`src/rtl/scanline_tone_sequencer.sv`:
```
// Beam-position driven melody sequencer: line/frame strobes from hpos/vpos clock
// an 8-note tone + bass square-wave pair, shaped by a decaying PWM envelope.
module scanline_tone_sequencer #(
    parameter int BASS_OFFSET     = 60,
    parameter int ENV_STEP_FRAMES = 4
) (
    input  logic       clk,
    input  logic       reset,
    input  logic [9:0] hpos,
    input  logic [9:0] vpos,
    input  logic       enable,
    input  logic [3:0] tempo,
    output logic       sound,
    output logic [2:0] note_idx,
    output logic [3:0] env_level
);

    localparam int ENV_W = (ENV_STEP_FRAMES > 1) ? $clog2(ENV_STEP_FRAMES) : 1;
    localparam logic [ENV_W-1:0] ENV_LAST = ENV_W'(ENV_STEP_FRAMES - 1);

    function automatic logic [7:0] note_half(input logic [2:0] idx);
        case (idx)
            3'd0:    return 8'd120;
            3'd1:    return 8'd107;
            3'd2:    return 8'd95;
            3'd3:    return 8'd113;
            3'd4:    return 8'd95;
            3'd5:    return 8'd107;
            3'd6:    return 8'd120;
            default: return 8'd80;
        endcase
    endfunction

    function automatic logic [3:0] sat_dec(input logic [3:0] v);
        return (v == 4'd0) ? 4'd0 : v - 4'd1;
    endfunction

    logic [3:0]       frame_cnt_q, frame_cnt_d;
    logic [2:0]       note_idx_q, note_idx_d;
    logic [3:0]       env_level_q, env_level_d;
    logic [ENV_W-1:0] env_cnt_q, env_cnt_d;
    logic [7:0]       tone_cnt_q, tone_cnt_d;
    logic [8:0]       bass_cnt_q, bass_cnt_d;
    logic             tone_q, tone_d;
    logic             bass_q, bass_d;
    logic [3:0]       pwm_cnt_q, pwm_cnt_d;
    logic             sound_q, sound_d;

    logic       line_stb, frame_stb, advance;
    logic [7:0] half;
    logic [8:0] bass_half;

    assign line_stb  = (hpos == 10'd0);
    assign frame_stb = line_stb && (vpos == 10'd0);
    assign advance   = enable && frame_stb && (frame_cnt_q >= tempo);
    assign half      = note_half(note_idx_q);
    assign bass_half = {1'b0, half} + 9'(BASS_OFFSET);

    always_comb begin
        frame_cnt_d = frame_cnt_q;
        note_idx_d  = note_idx_q;
        env_level_d = env_level_q;
        env_cnt_d   = env_cnt_q;
        tone_cnt_d  = tone_cnt_q;
        bass_cnt_d  = bass_cnt_q;
        tone_d      = tone_q;
        bass_d      = bass_q;
        pwm_cnt_d   = pwm_cnt_q;

        // A note advance restarts the counters but keeps oscillator levels, and
        // pre-empts any line update that coincides with it.
        if (advance) begin
            frame_cnt_d = 4'd0;
            note_idx_d  = note_idx_q + 3'd1;
            env_level_d = 4'd15;
            env_cnt_d   = '0;
            tone_cnt_d  = 8'd0;
            bass_cnt_d  = 9'd0;
        end else if (enable) begin
            if (frame_stb) begin
                frame_cnt_d = frame_cnt_q + 4'd1;
                if (env_cnt_q == ENV_LAST) begin
                    env_cnt_d   = '0;
                    env_level_d = sat_dec(env_level_q);
                end else begin
                    env_cnt_d = env_cnt_q + 1'b1;
                end
            end
            if (line_stb) begin
                if (tone_cnt_q >= half) begin
                    tone_cnt_d = 8'd0;
                    tone_d     = ~tone_q;
                end else begin
                    tone_cnt_d = tone_cnt_q + 8'd1;
                end
                if (bass_cnt_q >= bass_half) begin
                    bass_cnt_d = 9'd0;
                    bass_d     = ~bass_q;
                end else begin
                    bass_cnt_d = bass_cnt_q + 9'd1;
                end
            end
        end

        if (enable) begin
            pwm_cnt_d = pwm_cnt_q + 4'd1;
        end

        sound_d = enable && (pwm_cnt_q < env_level_q) && (tone_q || bass_q);
    end

    always_ff @(posedge clk) begin
        if (reset) begin
            frame_cnt_q <= 4'd0;
            note_idx_q  <= 3'd0;
            env_level_q <= 4'd15;
            env_cnt_q   <= '0;
            tone_cnt_q  <= 8'd0;
            bass_cnt_q  <= 9'd0;
            tone_q      <= 1'b0;
            bass_q      <= 1'b0;
            pwm_cnt_q   <= 4'd0;
            sound_q     <= 1'b0;
        end else begin
            frame_cnt_q <= frame_cnt_d;
            note_idx_q  <= note_idx_d;
            env_level_q <= env_level_d;
            env_cnt_q   <= env_cnt_d;
            tone_cnt_q  <= tone_cnt_d;
            bass_cnt_q  <= bass_cnt_d;
            tone_q      <= tone_d;
            bass_q      <= bass_d;
            pwm_cnt_q   <= pwm_cnt_d;
            sound_q     <= sound_d;
        end
    end

    assign sound     = sound_q;
    assign note_idx  = note_idx_q;
    assign env_level = env_level_q;

endmodule

```
`config.mk`:
```
export PLATFORM = sky130hd
export DESIGN_NAME = scanline_tone_sequencer
export DESIGN_NICKNAME = d
export VERILOG_FILES = /design/src/rtl/scanline_tone_sequencer.sv
export SDC_FILE = /design/constraint.sdc
export NUM_CORES = 1
export LEC_CHECK = 0
export ABC_AREA = 1
export BUFFER_PORTS_ARGS = -buffer_cell sky130_fd_sc_hd__buf_4
export CORE_MARGIN = 1
export CORE_UTILIZATION = 60
export CTS_BUF_LIST = sky130_fd_sc_hd__clkbuf_2
export DETAILED_ROUTE_END_ITERATION = 8
export GPL_TIMING_DRIVEN = 0
export HOLD_SLACK_MARGIN = 0.12
export PLACE_DENSITY = 0.83
export SKIP_CTS_REPAIR_TIMING = 1
export SLEW_MARGIN = 20
export SYNTH_ARGS = -nofsm -noshare
export SYNTH_HDL_FRONTEND = slang
export SYNTH_SLANG_ARGS = --single-unit
```
`constraint.sdc`:
```
create_clock -name clk -period 3 [get_ports clk]
set_clock_uncertainty 0.1 [all_clocks]
set_input_delay 0.3 -clock clk [delete_from_list [all_inputs] [get_ports clk]]
set_output_delay 0.3 -clock clk [all_outputs]
set_load 0.02 [all_outputs]
```
### Word-level counts from Yosys, hierarchy flattened

Index checks and enable logic that the tools add are counted.

* register bits after elaboration: 37
* bits of input ports: 27
* output and inout bits: 8

* add/subtract/negate cells: 8
* order comparisons: 4
* equality and inequality tests: 7
* multiplexer cells: 5
* bitwise gates (word level): 3
* reductions and logical operators: 19

Operators with widths (number)
* case mux 6 bit (4 select lines): 1
* zero test 10 bit: 2
* adder 8 x 6 -> 9 bit (second input constant): 1
* adder 9 x 1 -> 9 bit (second input constant): 1
* equality test 3 bit (second input constant): 3
* >= comparator 9 bit: 1
* 2-to-1 mux 9 bit: 1
* adder 4 x 1 -> 4 bit (second input constant): 2
* adder 8 x 1 -> 8 bit (second input constant): 1
* >= comparator 8 bit: 1
* 2-to-1 mux 8 bit: 1
* AND reduction 4 bit: 2
* OR reduction 2 bit: 4
* equality test 3 x 2 -> 1 bit (second input constant): 2
* logical AND 1 bit: 5
* >= comparator 4 bit: 1
* zero test 4 bit: 1
* less-than comparator 4 bit: 1
* 2-to-1 mux 4 bit: 1
* AND reduction 2 bit: 2
* subtractor 4 x 1 -> 4 bit (second input constant): 1
* adder 3 x 1 -> 3 bit (second input constant): 1
* equality test 3 x 1 -> 1 bit (second input constant): 1
* zero test 3 bit: 1
* 6 further kinds: 8

### Logic depth before layout (Yosys ltp)

Gate-level depths: netlist of run 1.

* depth in word-level cells: 6
* depth in mapped cells: 18

### Worst setup path after synthesis of run 1

Ideal clock, no wire load.

* kind: register to register
* start: reg note_idx_q[0], in the netlist note_idx[0]
* end: reg bass_cnt_q[5]
* library setup time: 0.114 ns
* arrival: 2.268 ns
* setup slack: 0.518 ns
* cell stages (with the launch flop): 16
* path buffers: 0
* period minus slack after synthesis: 2.482 ns
* path through: dfxtp_1 > inv_1 > ha_1 > nand2_1 > nand2_1 > inv_1 > nand3_1 > xor2_1 > ha_1 > nand2_1 > nor2_1 > nand3_1 > nand4_1 > nand2_1 > nand2_4 > nor2_1

* cells in the longest elaborated chain, start to end: 6
* elaborated cells on any way between the ends: 14

Ends and longest elaborated chain
* from (decl): RTL line 39 `logic [2:0] note_idx_q, note_idx_d;`
* from (signal assigned): RTL line 126 `note_idx_q <= note_idx_d;`
* equality test 3 bit, or another cell as far along: RTL line 22 `case (idx)`
* OR reduction 2 bit (no source line)
* case mux 6 bit (4 select lines) (*): RTL line 22
* adder 8 x 6 -> 9 bit (*): RTL line 57 `assign bass_half = {1'b0, half} + 9'(BASS_OFFSET);`
* >= comparator 9 bit (*): RTL line 96 `if (bass_cnt_q >= bass_half) begin`
* 2-to-1 mux 9 bit (*): RTL line 96
* to (signal assigned): RTL line 130 `bass_cnt_q <= bass_cnt_d;`
* to (decl): RTL line 43 `logic [8:0] bass_cnt_q, bass_cnt_d;`

Every way passes the cells marked *; elsewhere a longest branch is shown, timed or not.
A chain may end at the register's enable or synchronous reset.

### Final worst setup path of run 1

* start: reg note_idx_q[0], in the netlist note_idx[0]
* end: reg bass_cnt_q[4]

The elaborated chain is that of the path after synthesis.

==> flow_summary_export.csv, run 1 <==
group,metric,value,unit
synthesis,yosysTopAreaCellShare,28.24,%
sta,maxSlewHeadroom,78.02,%
sta,period_share,88.17,%
worst_setup_path,start_kind,"flop",
synthesis,syn_area_per_cell,6.883,sq um
final_layout,synthToLayoutAreaGrowth,14.36,%
routing,ant_nets,0,
worst_setup_path,cp_slowest_cell,"dfxtp_2",
flow_run,cap_violations,0,
power_and_ir_drop,p_total,0.7898,mW
die,core,0.004086,sq mm
placement,place.gp.congestion,0.8517,
power_and_ir_drop,irDropWorstVdd,263.2,uV
synthesis,synth_area_leader_cell,"dfxtp_1",
die,io_pins,35,
cts,cts_root_buf,"clkbuf_2",
placement,place_ws,0.2901,ns
worst_setup_path,cpPeakStageDelay,0.43,ns
cts,clock_path_buffers,2,
outcome,outcome,"finished, final reports clean",
cts,tritoncts,"yes",
sta,finalWorstSetupSlack,0.3550,ns
synthesis,synth_area_leaders,"dfxtp_1 28%, ha_1 16%, nand2_1 13%, inv_1 8.7%, nor2_1 6.6%",
power_and_ir_drop,sequentialPowerShare,62.9,%
sta,tns,0,ns
placement,dp_hpwl,4185,um
sta,fmax,0.3781,GHz
routing,drtIter0Drc,138,
worst_setup_path,worst_setup_path_end_kind,"flop",
worst_setup_path,r2r_cells,15,
power_and_ir_drop,p_clk_share,27.7,%
placement,placed_cells,465,
grt,antenna_found_initial,0,
worst_setup_path,criticalPathCategory,"flop to flop",
sta,maxSlewViolCount,0,
synthesis,synth-seq-cells,37,
min_path,hold_start,"vpos[8]",
final_layout,final_util,73.39,%
die,fp.dieArea,0.004639,sq mm
routing,routedWlPerCell,11.01,um
worst_setup_path,r2r-start,"note_idx[0]",
power_and_ir_drop,p_sw,0.2066,mW
grt,grt-ovfl-total,0,
final_layout,fin_cells,475,
die,fp-row-count,23,
final_layout,diodes,0,
synthesis,yosysSeqAreaShare,28.24,%
min_path,hold_path.class,"input pin to flop",
die,start_util,64.18,%
worst_setup_path,cp.arrival,2.87,ns
grt,grtUsageTotal,25.45,%
sta,setup_viol,0,
synthesis,syn-instance-count,381,
final_layout,drive_gt1_share,14.12,%
die,die_height,68.11,um
sta,worstMarginPinSlew,0.3285,ns
cts,insertion_delay,0.39,ns
grt,grt_max_degree,12,
worst_setup_path,crit_fanout,7,
cts,clk_pin_slew_worst_paths,0.19,ns
cts,cts_sinks,37,
cts,htreeDepth,2,
power_and_ir_drop,powerDensity,263.3,mW/mm^2
worst_setup_path,crit_chain,"inv_1 -> ha_1 -> nand2_1 -> nand2_1 -> inv_1 -> nand3_1 -> xor2_1 -> ha_1 -> nand2_1 -> nor2_1 -> nand3_1 -> nand4_1 -> nand2_1 -> nand2_4 -> nor2_1",
synthesis,synth_fp_nets,441,
synthesis,yosysWarnings,0,
synthesis,synthDistinctLibCells,28,
grt,grt_pass1_vias,2070,
routing,wl,5229,um
synthesis,netlist_area,0.002623,sq mm
sta,rsz0062_at_grt,"false",
power_and_ir_drop,swShare,26.16,%
routing,num_vias,2402,
routing,via_per_inst,5.057,
cts,cts_buffers,5,
routing,drc,0,
min_path,hold_end,"note_idx[0]",
sta,hold_viol,0,
worst_setup_path,path_common_cell,"nand2_1",
placement,place.port_buffers,34,
worst_setup_path,worst_ep_required_time,3.23,ns
worst_setup_path,worst_r2r_endpoint,"bass_cnt_q[4]",
final_layout,final_common_cell,"nand2_1",
final_layout,final_nets,484,
min_path,whs_path_depth,6,
final_layout,final_cell_mix,"93 x nand2_1, 61 x inv_1, 46 x nor2_1, 36 x dfxtp_1, 34 x buf_4",
sta,post-route-min-period,2.645,ns
power_and_ir_drop,internal-power,0.5831,mW
routing,drt_pass1_iterations,4,
die,die_w,68.11,um
power_and_ir_drop,p_comb_share,9.4,%
worst_setup_path,rrSetupSlack,0.36,ns
power_and_ir_drop,p_leak,1.503,nW
grt,grt_pass1_wl,8901,um
-- stage by stage --
step	hold slack, ns	area, sq um
2_1_floorplan	0.2724	2623
4_1_cts	-0.00002226	2978
5_1_grt	0.2526	2999
3_3_place_gp	0.3552	2940
3_5_place_dp	0.3704	2940
6_report	0.2494	2999
-- power by group through the flow --
stage                     combinational (mW)  sequential (mW)  clock, mW
after floorplan                       0.0359            0.506          0
after global placement                0.0705            0.507          0
after detailed placement              0.0721            0.507          0
after CTS                             0.0723            0.497      0.221
after global routing                  0.0836            0.498      0.244
final                                 0.0739            0.497      0.219
-- kinds of logic (layout without fill, tap and decap cells) --
group                      Yosys count  count (layout)  share of synthesized area, %
AOI/OAI and AO/OA                   39              39                         8.063
buffers and inverters               64             108                         9.351
DFF                                 37              37                         28.24
xor gates and xnor gates            13              13                         4.342
and+or+nand+nor                    195             195                         34.26
adders and majority gates           33              33                         15.74
-- sequential cells by signal (all words and copies together), names as in the netlist --
register	flops
bass_q	1
env_cnt_q	2
pwm_cnt_q	4
sound	1
tone_q	1
tone_cnt_q	8
frame_cnt_q	4
bass_cnt_q	9
env_level	4
note_idx	3
-- worst max-delay path, delay by kind of cell, from the launching register on --
kind / cells / cell delay (ns)
buffers and inverters: 2 / 0.24
DFF: 1 / 0.43
and+or+nand+nor: 10 / 1.14
xor gates and xnor gates: 1 / 0.16
adders and majority gates: 2 / 0.50
-- per-layer routing --
metal / global-route usage, % / wire length [um] / part of all wire (%)
met5: 0 / 0 / 0
met4: 8.333 / 79 / 1.5
met3: 5.167 / 201 / 3.8
met2: 42.28 / 2408 / 46
met1: 32.62 / 2540 / 49
-- area by class of cell --
type / instances / area (sq um)
clock buffer: 5 / 25.02
clock inverter: 3 / 12.51
fill: 352 / 1087
inverter: 64 / 245.2
multi-input combinational: 280 / 1637
sequential: 37 / 742.0
tap: 50 / 62.56
timing repair buffer: 36 / 275.3
-- synthesized netlist by cell type, drive strengths merged --
library cell  instances
nand2                94
nand3b                2
xor2                 10
nor3                  5
xnor2                 3
inv                  64
nor2                 56
nand4                 9
or2                   1
o21ai                11
a21oi                26
ha                   33
dfxtp                37
nor4                  1
o21bai                1
a21o                  1
nand3                27
-- worst max path at each step --
stage          cells past startpoint  slack, ns        start             to
2_1_floorplan                     15       0.52  note_idx[0]  bass_cnt_q[5]
3_3_place_gp                      15       0.38  note_idx[0]  bass_cnt_q[5]
3_5_place_dp                      15       0.29  note_idx[0]  bass_cnt_q[4]
4_1_cts                           15       0.30  note_idx[0]  bass_cnt_q[4]
5_1_grt                           15       0.07  note_idx[1]  bass_cnt_q[2]
6_report                          15       0.36  note_idx[0]  bass_cnt_q[4]
(Power assumes the default switching activity.)
==> run 2, diff against run 1 <==
CORE_MARGIN = 2   (was 1)
==> run 2 against run 1 <==
  * Power up 1.6%
  * Clock-buffer cell count up 3
  * Sequential cell count unchanged
  * Register-to-register slack worse by 0.05 ns
  * Fmax down 1.8%
  * Core utilization down 3.4 points
  * Routed wire length down 0.96%
  * Largest cell class unchanged
  * Highest routed layer unchanged
  * Cell count up 0.42%
  * Non-clock buffer count unchanged
  * Critical path type unchanged
  * Via count about the same
  * Critical path depth down 1
==> flow_summary_export.csv, run 2 (synthesized netlist as in run 1, its figures left out) <==
group,metric,value,unit
final_layout,top_register,"bass_cnt_q",
sta,period_share,89.78,%
grt,grt_pass1_vias,2254,
cts,cts_buffers,5,
sta,maxSlewHeadroom,78.34,%
final_layout,final_nets,484,
power_and_ir_drop,p_leak,1.508,nW
power_and_ir_drop,p_total,0.8024,mW
worst_setup_path,criticalPathCategory,"flop to flop",
sta,maxSlewViolCount,0,
final_layout,final_common_cell,"nand2_1",
die,start_util,61.07,%
power_and_ir_drop,irDropWorstVdd,218.3,uV
min_path,hold_path.class,"input pin to flop",
min_path,whs_path_depth,6,
worst_setup_path,r2r_cells,14,
worst_setup_path,crit_fanout,7,
sta,fmax,0.3713,GHz
grt,grt_max_degree,11,
grt,antenna_found_initial,0,
cts,insertion_delay,0.39,ns
final_layout,diodes,0,
worst_setup_path,worst_setup_path_end_kind,"flop",
sta,post-route-min-period,2.693,ns
final_layout,largest_register_ffs,9,
die,die_w,70.11,um
cts,clock_path_buffers,2,
sta,tns,0,ns
routing,drt_pass1_iterations,4,
outcome,outcome,"finished, final reports clean",
worst_setup_path,cp.arrival,2.89,ns
routing,routedWlPerCell,10.86,um
power_and_ir_drop,powerDensity,267.1,mW/mm^2
routing,wl_met3,188,um
cts,cts_sinks,37,
routing,wl,5179,um
grt,grt_pass1_wl,9342,um
sta,setup_viol,0,
routing,num_vias,2400,
grt,grtUsageTotal,23.21,%
worst_setup_path,start_kind,"flop",
final_layout,synthToLayoutAreaGrowth,14.55,%
final_layout,drive_gt1_share,14.59,%
routing,ant_nets,0,
sta,rsz0062_at_grt,"false",
die,fp-row-count,24,
final_layout,final_cell_mix,"93 x nand2_1, 61 x inv_1, 46 x nor2_1, 36 x dfxtp_1, 34 x buf_4",
routing,route.met2.wl,2440,um
routing,wl_met1,2470,um
placement,place.gp.congestion,0.8521,
die,io_pins,35,
sta,worstMarginPinSlew,0.3237,ns
routing,dr.max_layer_used,"met4",
sta,hold_viol,0,
cts,cts_root_buf,"clkbuf_2",
placement,place.port_buffers,34,
routing,via_per_inst,5.031,
die,die_height,70.11,um
cts,clk_pin_slew_worst_paths,0.19,ns
die,fp.dieArea,0.004915,sq mm
final_layout,largestRegisters,"bass_cnt_q: 9 flops, tone_cnt_q: 8 flops",
cts,tritoncts,"yes",
routing,drtIter0Drc,115,
routing,drc,0,
worst_setup_path,worst_ep_required_time,3.20,ns
cts,htreeDepth,2,
placement,dp_hpwl,4200,um
flow_run,cap_violations,0,
die,core,0.004294,sq mm
grt,grt-ovfl-total,0,
run 2: where the power goes:
group | total [mW] | switching, mW | internal, mW | leakage (nW)
logic | 0.0741 | 0.0367 | 0.0374 | 1.18
clock network | 0.232 | 0.163 | 0.0688 | 0.0332
registers | 0.497 | 0.00209 | 0.495 | 0.299
total | 0.802 | 0.202 | 0.601 | 1.51
run 2: metal layers:
layer  track usage [%]  vias up
met5                 0        -
met1             28.94     1044
met2             40.53       46
met4             7.265        0
met3             4.185        7
li1                  -     1303
run 2: cell type report:
cell class,instances,area [sq um]
clock buffers,8,40.04
fillers,377,1290
inverters,64,245.2
multi-input cells,280,1637
flip-flops and latches,37,742.0
well taps,52,65.06
repair buffers,36,275.3
run 2: worst max-delay path, cell delays in order (launching register included):
cell	delay, ns
dfxtp_2	0.40
ha_1	0.27
ha_1	0.20
inv_1	0.07
nand4_1	0.16
inv_1	0.13
nand3_1	0.09
ha_1	0.30
nand2_1	0.05
nor2_1	0.19
nand3_1	0.11
nand4_1	0.19
nand2_1	0.14
nand2_4	0.13
nor2_1	0.06
run 2: through the flow:
| stage | cell area [sq um] | cells | setup slack [ns] | utilization [%] | hold slack (ns) |
|---|---|---|---|---|---|
| 5_1_grt | 3004 | 477 | 0.02132 | 69.96 | 0.2653 |
| 3_3_place_gp | 2943 | 467 | 0.3579 | 68.53 | 0.3589 |
| 4_1_cts | 2983 | 475 | 0.2722 | 69.46 | 0.008051 |
| 3_5_place_dp | 2943 | 467 | 0.2893 | 68.53 | 0.3694 |
| 2_1_floorplan | 2623 | 381 | 0.5177 | - | 0.2724 |
| 6_report | 3004 | 477 | 0.3066 | 69.96 | 0.2414 |
run 2: path summary, 6_finish.rpt:
check / slack, ns / from / end
worst min-delay path: 0.24 / vpos[8] / note_idx[0]
worst max register to register: 0.31 / note_idx[0] / bass_cnt_q[4]
worst min register to register: 0.39 / env_cnt_q[1] / env_cnt_q[1]
worst max-delay path: 0.31 / note_idx[0] / bass_cnt_q[4]
